**src/rtl/fetch_pkg.sv**
```systemverilog
// fetch_pkg: shared types and constants for the instruction fetch stage.
//   XLEN             - datapath / address width.
//   DEFAULT_RESET_PC - default PC loaded on reset.
//   DEFAULT_NOP_INST - instruction driven to the decoder when nothing is held
//                      (ADDI x0,x0,0).
//   fetch_state_e    - fetch FSM state encoding.
package fetch_pkg;

    localparam int XLEN = 32;

    localparam logic [XLEN-1:0] DEFAULT_RESET_PC = 32'h0000_0000;
    localparam logic [XLEN-1:0] DEFAULT_NOP_INST = 32'h0000_0013;

    typedef enum logic [1:0] {
        ST_REQ   = 2'd0,   // request outstanding for pc
        ST_HOLD  = 2'd1,   // instruction held, waiting for inst_ready
        ST_DROP  = 2'd2,   // stale request outstanding, result will be discarded
        ST_FAULT = 2'd3    // misaligned redirect seen, waiting for aligned redirect
    } fetch_state_e;

endpackage

```
**src/rtl/fetch_unit_if.sv**
```systemverilog
// fetch_unit_if: bundles the fetch stage's handshake signals.
//   imem_*      - word read channel to instruction memory (req/ack).
//   inst*       - instruction register toward the decoder (valid/ready).
//   redirect_*  - PC redirect from jump control.
//   misaligned_fault - sticky fault flag from the fetch stage.
// Modports:
//   master - the fetch unit side.
//   slave  - the environment (memory, decoder, jump control).
interface fetch_unit_if;
    import fetch_pkg::*;

    logic            imem_req;
    logic [XLEN-1:0] imem_addr;
    logic            imem_ack;
    logic [XLEN-1:0] imem_rdata;

    logic [XLEN-1:0] inst;
    logic [XLEN-1:0] inst_pc;
    logic            inst_valid;
    logic            inst_ready;

    logic            redirect_valid;
    logic [XLEN-1:0] redirect_pc;

    logic            misaligned_fault;

    modport master (
        output imem_req, imem_addr,
        input  imem_ack, imem_rdata,
        output inst, inst_pc, inst_valid,
        input  inst_ready,
        input  redirect_valid, redirect_pc,
        output misaligned_fault
    );

    modport slave (
        input  imem_req, imem_addr,
        output imem_ack, imem_rdata,
        input  inst, inst_pc, inst_valid,
        output inst_ready,
        output redirect_valid, redirect_pc,
        input  misaligned_fault
    );

endinterface

```
**src/rtl/fetch_unit.sv**
```systemverilog
// fetch_unit: instruction fetch stage upstream of the decoder.
// Owns the PC, issues one word read at a time to instruction memory and
// holds the returned word in an instruction register until the decoder
// takes it. No prefetch: one bubble cycle per instruction.
// Ports:
//   clk   - rising-edge clock.
//   reset - synchronous, active-high reset.
//   bus   - fetch_unit_if.master (imem channel, inst register, redirect,
//           misaligned_fault).
// Parameters:
//   RESET_PC - PC loaded on reset.
//   NOP_INST - value on inst when no valid instruction is held.
//
// state | meaning
// REQ   | read of pc outstanding; ack latches the word and moves to HOLD
// HOLD  | word held on inst, waits for inst_ready
// DROP  | read of an old address outstanding; its ack is discarded
// FAULT | misaligned redirect seen; only an aligned redirect leaves
module fetch_unit
    import fetch_pkg::*;
#(
    parameter logic [XLEN-1:0] RESET_PC = DEFAULT_RESET_PC,
    parameter logic [XLEN-1:0] NOP_INST = DEFAULT_NOP_INST
) (
    input  logic          clk,
    input  logic          reset,
    fetch_unit_if.master  bus
);

    fetch_state_e    state_q, state_d;
    logic [XLEN-1:0] pc_q, pc_d;
    logic [XLEN-1:0] addr_q, addr_d;
    logic            req_q, req_d;
    logic [XLEN-1:0] inst_q, inst_d;
    logic [XLEN-1:0] inst_pc_q, inst_pc_d;
    logic            valid_q, valid_d;
    logic            fault_q, fault_d;

    logic            ack_live;
    logic            redir_misaligned;

    // An ack only counts while a request is actually on the bus.
    assign ack_live         = bus.imem_ack & req_q;
    assign redir_misaligned = (bus.redirect_pc[1:0] != 2'b00);

    always_comb begin
        state_d   = state_q;
        pc_d      = pc_q;
        inst_d    = inst_q;
        inst_pc_d = inst_pc_q;
        valid_d   = valid_q;
        fault_d   = fault_q;

        if (bus.redirect_valid) begin
            valid_d = 1'b0;
            inst_d  = NOP_INST;
            if (redir_misaligned) begin
                fault_d = 1'b1;
                state_d = ST_FAULT;
            end else begin
                fault_d = 1'b0;
                pc_d    = bus.redirect_pc;
                case (state_q)
                    // Without an ack the old read is still in flight and must
                    // be drained before the new address can go out.
                    ST_REQ:   state_d = ack_live ? ST_REQ : ST_DROP;
                    ST_DROP:  state_d = ack_live ? ST_REQ : ST_DROP;
                    ST_HOLD:  state_d = ST_REQ;
                    ST_FAULT: state_d = ST_REQ;
                    default:  state_d = ST_REQ;
                endcase
            end
        end else begin
            case (state_q)
                ST_REQ: begin
                    if (ack_live) begin
                        inst_d    = bus.imem_rdata;
                        inst_pc_d = pc_q;
                        valid_d   = 1'b1;
                        pc_d      = pc_q + 32'd4;
                        state_d   = ST_HOLD;
                    end
                end
                ST_HOLD: begin
                    if (bus.inst_ready) begin
                        valid_d = 1'b0;
                        inst_d  = NOP_INST;
                        state_d = ST_REQ;
                    end
                end
                ST_DROP: begin
                    if (ack_live) begin
                        state_d = ST_REQ;
                    end
                end
                ST_FAULT: begin
                    state_d = ST_FAULT;
                end
                default: begin
                    state_d = ST_REQ;
                end
            endcase
        end

        // A fresh request always targets the current pc; in DROP the bus
        // keeps the stale address until its ack arrives.
        req_d  = (state_d == ST_REQ) || (state_d == ST_DROP);
        addr_d = (state_d == ST_REQ) ? pc_d : addr_q;
    end

    always_ff @(posedge clk) begin
        if (reset) begin
            state_q   <= ST_REQ;
            pc_q      <= RESET_PC;
            addr_q    <= RESET_PC;
            req_q     <= 1'b1;
            inst_q    <= NOP_INST;
            inst_pc_q <= '0;
            valid_q   <= 1'b0;
            fault_q   <= 1'b0;
        end else begin
            state_q   <= state_d;
            pc_q      <= pc_d;
            addr_q    <= addr_d;
            req_q     <= req_d;
            inst_q    <= inst_d;
            inst_pc_q <= inst_pc_d;
            valid_q   <= valid_d;
            fault_q   <= fault_d;
        end
    end

    assign bus.imem_req         = req_q;
    assign bus.imem_addr        = addr_q;
    assign bus.inst             = inst_q;
    assign bus.inst_pc          = inst_pc_q;
    assign bus.inst_valid       = valid_q;
    assign bus.misaligned_fault = fault_q;

endmodule

```
**src/flat_wrapper.sv**
```systemverilog
// flat-port wrapper written by rule: the top's interface ports become plain ports
module fetch_unit_flat import fetch_pkg::*;
#(
    parameter logic [XLEN-1:0] RESET_PC = DEFAULT_RESET_PC,
    parameter logic [XLEN-1:0] NOP_INST = DEFAULT_NOP_INST
)
  (clk, reset, bus_imem_req, bus_imem_addr, bus_imem_ack, bus_imem_rdata, bus_inst, bus_inst_pc, bus_inst_valid, bus_inst_ready, bus_redirect_valid, bus_redirect_pc, bus_misaligned_fault);
  fetch_unit_if bus_i ();
  input  logic clk;
  input  logic reset;
  output wire logic [$bits(bus_i.imem_req)-1:0] bus_imem_req;
  output wire logic [$bits(bus_i.imem_addr)-1:0] bus_imem_addr;
  input wire logic [$bits(bus_i.imem_ack)-1:0] bus_imem_ack;
  input wire logic [$bits(bus_i.imem_rdata)-1:0] bus_imem_rdata;
  output wire logic [$bits(bus_i.inst)-1:0] bus_inst;
  output wire logic [$bits(bus_i.inst_pc)-1:0] bus_inst_pc;
  output wire logic [$bits(bus_i.inst_valid)-1:0] bus_inst_valid;
  input wire logic [$bits(bus_i.inst_ready)-1:0] bus_inst_ready;
  input wire logic [$bits(bus_i.redirect_valid)-1:0] bus_redirect_valid;
  input wire logic [$bits(bus_i.redirect_pc)-1:0] bus_redirect_pc;
  output wire logic [$bits(bus_i.misaligned_fault)-1:0] bus_misaligned_fault;
  assign bus_imem_req = bus_i.imem_req;
  assign bus_imem_addr = bus_i.imem_addr;
  assign bus_i.imem_ack = bus_imem_ack;
  assign bus_i.imem_rdata = bus_imem_rdata;
  assign bus_inst = bus_i.inst;
  assign bus_inst_pc = bus_i.inst_pc;
  assign bus_inst_valid = bus_i.inst_valid;
  assign bus_i.inst_ready = bus_inst_ready;
  assign bus_i.redirect_valid = bus_redirect_valid;
  assign bus_i.redirect_pc = bus_redirect_pc;
  assign bus_misaligned_fault = bus_i.misaligned_fault;
  fetch_unit #(.RESET_PC(RESET_PC), .NOP_INST(NOP_INST)) u_core (.clk(clk), .reset(reset), .bus(bus_i));
endmodule
```
**config.mk**
```make
export PLATFORM = sky130hd
export DESIGN_NAME = fetch_unit_flat
export DESIGN_NICKNAME = d
export VERILOG_FILES = /design/src/rtl/fetch_pkg.sv /design/src/rtl/fetch_unit_if.sv /design/src/rtl/fetch_unit.sv /design/src/flat_wrapper.sv
export SDC_FILE = /design/constraint.sdc
export NUM_CORES = 1
export LEC_CHECK = 0
export BUFFER_PORTS_ARGS = -buffer_cell sky130_fd_sc_hd__buf_2
export CAP_MARGIN = 40
export CORE_UTILIZATION = 45
export CTS_CLUSTER_DIAMETER = 150
export CTS_CLUSTER_SIZE = 8
export DETAILED_ROUTE_END_ITERATION = 10
export MAX_ROUTING_LAYER = met4
export PLACE_DENSITY_LB_ADDON = 0.08
export SKIP_CTS_REPAIR_TIMING = 1
export SYNTH_ARGS = -nofsm -noshare
export SYNTH_HDL_FRONTEND = slang
export SYNTH_SLANG_ARGS = --single-unit
export TNS_END_PERCENT = 5
```
**constraint.sdc**
```tcl
create_clock -name clk -period 4 [get_ports clk]
set_clock_uncertainty 0.2 [all_clocks]
set_input_delay 0.6 -clock clk [delete_from_list [all_inputs] [get_ports clk]]
set_output_delay 0.6 -clock clk [all_outputs]
set_load 0.03 [all_outputs]
```
# --- Word-level counts from Yosys, hierarchy flattened ---
# Cells that the tools add are included.
totals:
  regBits: 133
  inputBits: 69
  out_inout_bits: 99
  word_cells: 46
classes:
  addsub: 1
  n_eq_ne: 6
  mux: 19
  bitwise: 2
  reduce_logical: 10
ops:
  columns: ["cell", "n"]
  rows:
  - ["$mux W32", 6]
  - ["$pmux W32 S2", 1]
  - ["$add A32 B3 Y32 const B", 1]
  - ["$mux W2", 6]
  - ["$pmux W2 S4", 1]
  - ["$eq A2 B2 Y1 const B", 3]
  - ["$reduce_and A3 Y1", 2]
  - ["$reduce_or A2 Y1", 3]
  - ["$logic_not A2 Y1", 2]
  - ["$pmux W2 S2", 1]
  - ["$reduce_bool A2 Y1", 2]
  - ["$mux W1", 3]
  - ["$eq A2 B1 Y1 const B", 1]
  - ["$ne A2 B1 Y1 const B", 1]
  - ["$ne A2 B2 Y1 const B", 1]
  - ["$pmux W1 S2", 1]
  - ["$and A1 B1 Y1", 1]
  - ["$logic_or A1 B1 Y1", 1]
  - ["$not A1 Y1", 1]

# --- Longest topological paths before layout ---
depth:
  word_depth: 7
  mapped_depth: 8
  ltp_nobuf: 6

# --- Least setup slack after synthesis ---
# Ideal clock, no wire load.
synth_path:
  kind: "reg-to-reg"
  start: "reg u_core.pc_q[2]"
  end: "reg u_core.addr_q[28], in the netlist u_core.bus.imem_addr[28]"
  arrival_time_ns: 2.348
  required_ns: 3.678
  setup_slack_ns: 1.330
  path_stages_with_launch: 9
  n_path_buf: 2
  synth_period_minus_slack_ns: 2.670
  path_cell_list: "dfxtp_1 -> ha_1 -> or3b_1 -> buf_2 -> or4_4 -> buf_6 -> o41a_1 -> o31ai_2 -> o21ai_1"
synth_between:
  elab_chain_len: 4
synth_lines:
  columns: ["element", "line", "rtl"]
  rows:
  - ["start: declaration", "fetch_unit.sv:31", "logic [XLEN-1:0] pc_q, pc_d;"]
  - ["start signal: assignment", "fetch_unit.sv:123", "pc_q <= pc_d;"]
  - ["$add A32 B3 Y32", "fetch_unit.sv:80", "pc_d = pc_q + 32'd4;"]
  - ["$mux W32", "fetch_unit.sv:76", "if (ack_live) begin"]
  - ["$mux W32", "fetch_unit.sv:74", "case (state_q)"]
  - ["$mux W32", "fetch_unit.sv:54", "if (bus.redirect_valid) begin"]
  - ["end signal: assignment", "fetch_unit.sv:124", "addr_q <= addr_d;"]
  - ["end: declaration", "fetch_unit.sv:32", "logic [XLEN-1:0] addr_q, addr_d;"]
# No other way between the ends.
# A chain may end at the register's enable or synchronous reset.

# --- Final worst setup path ---
# Same ends and word-level chain as after synthesis.

==> flow_summary.json <==
{
  "status": "finished, final reports clean",
  "overflow": 0,
  "synth_top_area_share_pct": 46.6,
  "slew_viol_final": 0,
  "holdWs_ps": 224,
  "syn-num-nets": 782,
  "hp-start": "bus_imem_rdata[1]",
  "r2r-start": "u_core.pc_q[2]",
  "vias": 5742,
  "synth_edf_count": 0,
  "ir_drop_mv": 0.267,
  "design_area_sq_um": 7390,
  "htree_levels": 4,
  "clock_latency_ps": 420,
  "first_iter_violations": 364,
  "setup_violations": 0,
  "syn_inst": 712,
  "tightest_slew_ps": 891,
  "grt_pass1_wl_um": 26600,
  "synthArstFlopShare_pct": 0,
  "antenna_found_initial": 0,
  "cp-end-kind": "flop",
  "synth_area_sq_um": 5710,
  "core_sq_um": 12200,
  "dr.pass1.iters": 4,
  "critPathSlowestCell": "or4_4",
  "grtUsageTotal_pct": 27.1,
  "drc": 0,
  "period_needed_ps": 2870,
  "dieArea_sq_um": 13100,
  "routed_wirelength_um": 16900,
  "path_cells": "ha_1 > or3b_1 > or4_4 > o41a_1 > o31ai_2 > o21ai_1",
  "clk_pin_slew_worst_paths_ps": 60,
  "yosysMostFrequentCell": "nand2_1",
  "chipHeight_um": 115,
  "vias_per_cell": 5.51,
  "power.leakage_nw": 3.12,
  "criticalPathCategory": "reg2reg",
  "cts_inserted_buffers": 17,
  "regToRegSetupSlack_ps": 1130,
  "post-route-period-util_pct": 71.6,
  "io_buffer_count": 167,
  "cts_sinks": 133,
  "yosys-top-cells-count": "nand2_1 (138), dfxtp_1 (133), nor2_1 (64)",
  "slew_headroom_pct": 40.6,
  "setup-tns-final_ps": 0,
  "critPathBufInv": 0,
  "maxCapViolCount": 0,
  "synth_area_leaders": "dfxtp_1 (47%), nand2_1 (9.1%), a21oi_1 (4.6%)",
  "ant_nets": 0,
  "fp-row-count": 40,
  "max_freq_ghz": 0.349,
  "min_path_type": "in2reg",
  "die_x_um": 115,
  "worstSetupStartpoint": "u_core.pc_q[2]",
  "clk_path_buf_depth": 2,
  "first_global_vias": 5397,
  "wl_per_cell_um": 16.2,
  "hold_violations": 0,
  "routabilityCongestion": 0.865,
  "start_util_pct": 46.8,
  "hpwl_um": 11900,
  "finalPower_mw": 3.65,
  "seq_area_frac_synth_pct": 46.6,
  "pin_count": 168,
  "arrival_ps": 2960,
  "cts_tree": "built",
  "cp_max_fo": 10,
  "syn2layout_area_growth_pct": 29.5,
  "required_ps": 4090,
  "drive_above_1_share_pct": 26.7,
  "cpLargestDelayFamily": "simple AND/OR/NAND/NOR gates",
  "ys_warn_count": 0,
  "power.density_nw_per_um2": 494,
  "synth_cell_types": 59,
  "rsz0062_at_grt": "false",
  "grt_max_degree": 63,
  "synth_seq_cells": 133,
  "netlist.top_cell.by_area": "dfxtp_1",
  "cp-start-kind": "flop",
  "cpPeakStageDelay_ps": 670,
  "clockRootBuffer": "clkbuf_16",
  "synth_ff_type": "dfxtp_1",
  "place_area_sq_um": 6720,
  "syn_area_per_cell_sq_um": 8.02,
  "nets": 930
}
## kinds of logic (layout without fill, tap and decap cells)
logic type / Yosys count / count (layout) / share of synthesized area [%]
flip-flops: 133 / 133 / 46.6
AND/OR/NAND/NOR: 324 / 324 / 26.3
buffers and inverters: 65 / 226 / 4.58
other: 0 / 1 / 0
adder cells (fa/ha/maj): 1 / 1 / 0.219
XOR/XNOR: 9 / 9 / 1.38
multiplexers: 6 / 6 / 1.07
AO/OA/AOI/OAI: 174 / 174 / 19.8
## cell usage in the layout, fill, tap and decap left out, types with 13 or more instances in the layout
master       n
o21ai_0     22
a22oi_1     29
dfxtp_1    133
nand3_1     45
a21oi_1     53
nand2_1    138
nor2_1      62
buf_2      167
clkbuf_16   17
nor4_1      13
buf_4       16
## report_power, final
group          switching [mW]  internal, mW
clock                   0.592          1.17
sequential             0.0621          1.39
combinational           0.284         0.153
total                   0.938          2.71
## through the flow
step / setup WS [ps] / instances / util (%)
global placement: 1050 / 1007 / 54.6
floorplan: 1330 / 712 / -
CTS: 1120 / 1041 / 60.5
finish: 1130 / 1042 / 60.5
detailed placement: 963 / 1009 / 55.0
global route: 1010 / 1041 / 60.5
## state kept, by name (all words and copies together) (netlist names)
signal,cells
u_core.bus.imem_addr,32
u_core.bus.inst,32
u_core.bus.inst_pc,32
u_core.pc_q,32
u_core.state_q,2
u_core.bus.imem_req,1
u_core.bus.inst_valid,1
u_core.bus.misaligned_fault,1
## layout make-up
class | count | area (sq um)
tap | 168 | 210
timing repair buffer | 185 | 998
antenna | 1 | 2.50
multi-input combinational | 514 | 2810
inverter | 9 | 33.8
clock inverter | 11 | 195
sequential | 133 | 2660
fill | 1128 | 4820
clock buffer | 21 | 480
## worst min-delay path, stage by stage
cell and delay (ps):
buf_2 80, o22ai_1 70, nand2_1 60
## metal layers
metal,vias to the layer above,global-route usage (%),part of all wire [%]
li1,2827,-,-
met1,2697,34.3,46
met2,196,42.6,47
met3,22,5.45,5.2
met4,0,10.2,1.8
met5,-,-,0
## path summary, 6_finish.rpt
kind	end	cells after the start
setup / recovery	u_core.bus.imem_addr[28]	6
hold / removal	u_core.bus.inst[1]	3
setup reg to reg	u_core.bus.imem_addr[28]	6
hold reg to reg	u_core.bus.inst_pc[12]	2
No activity file was read; power rests on OpenSTA's default activity.
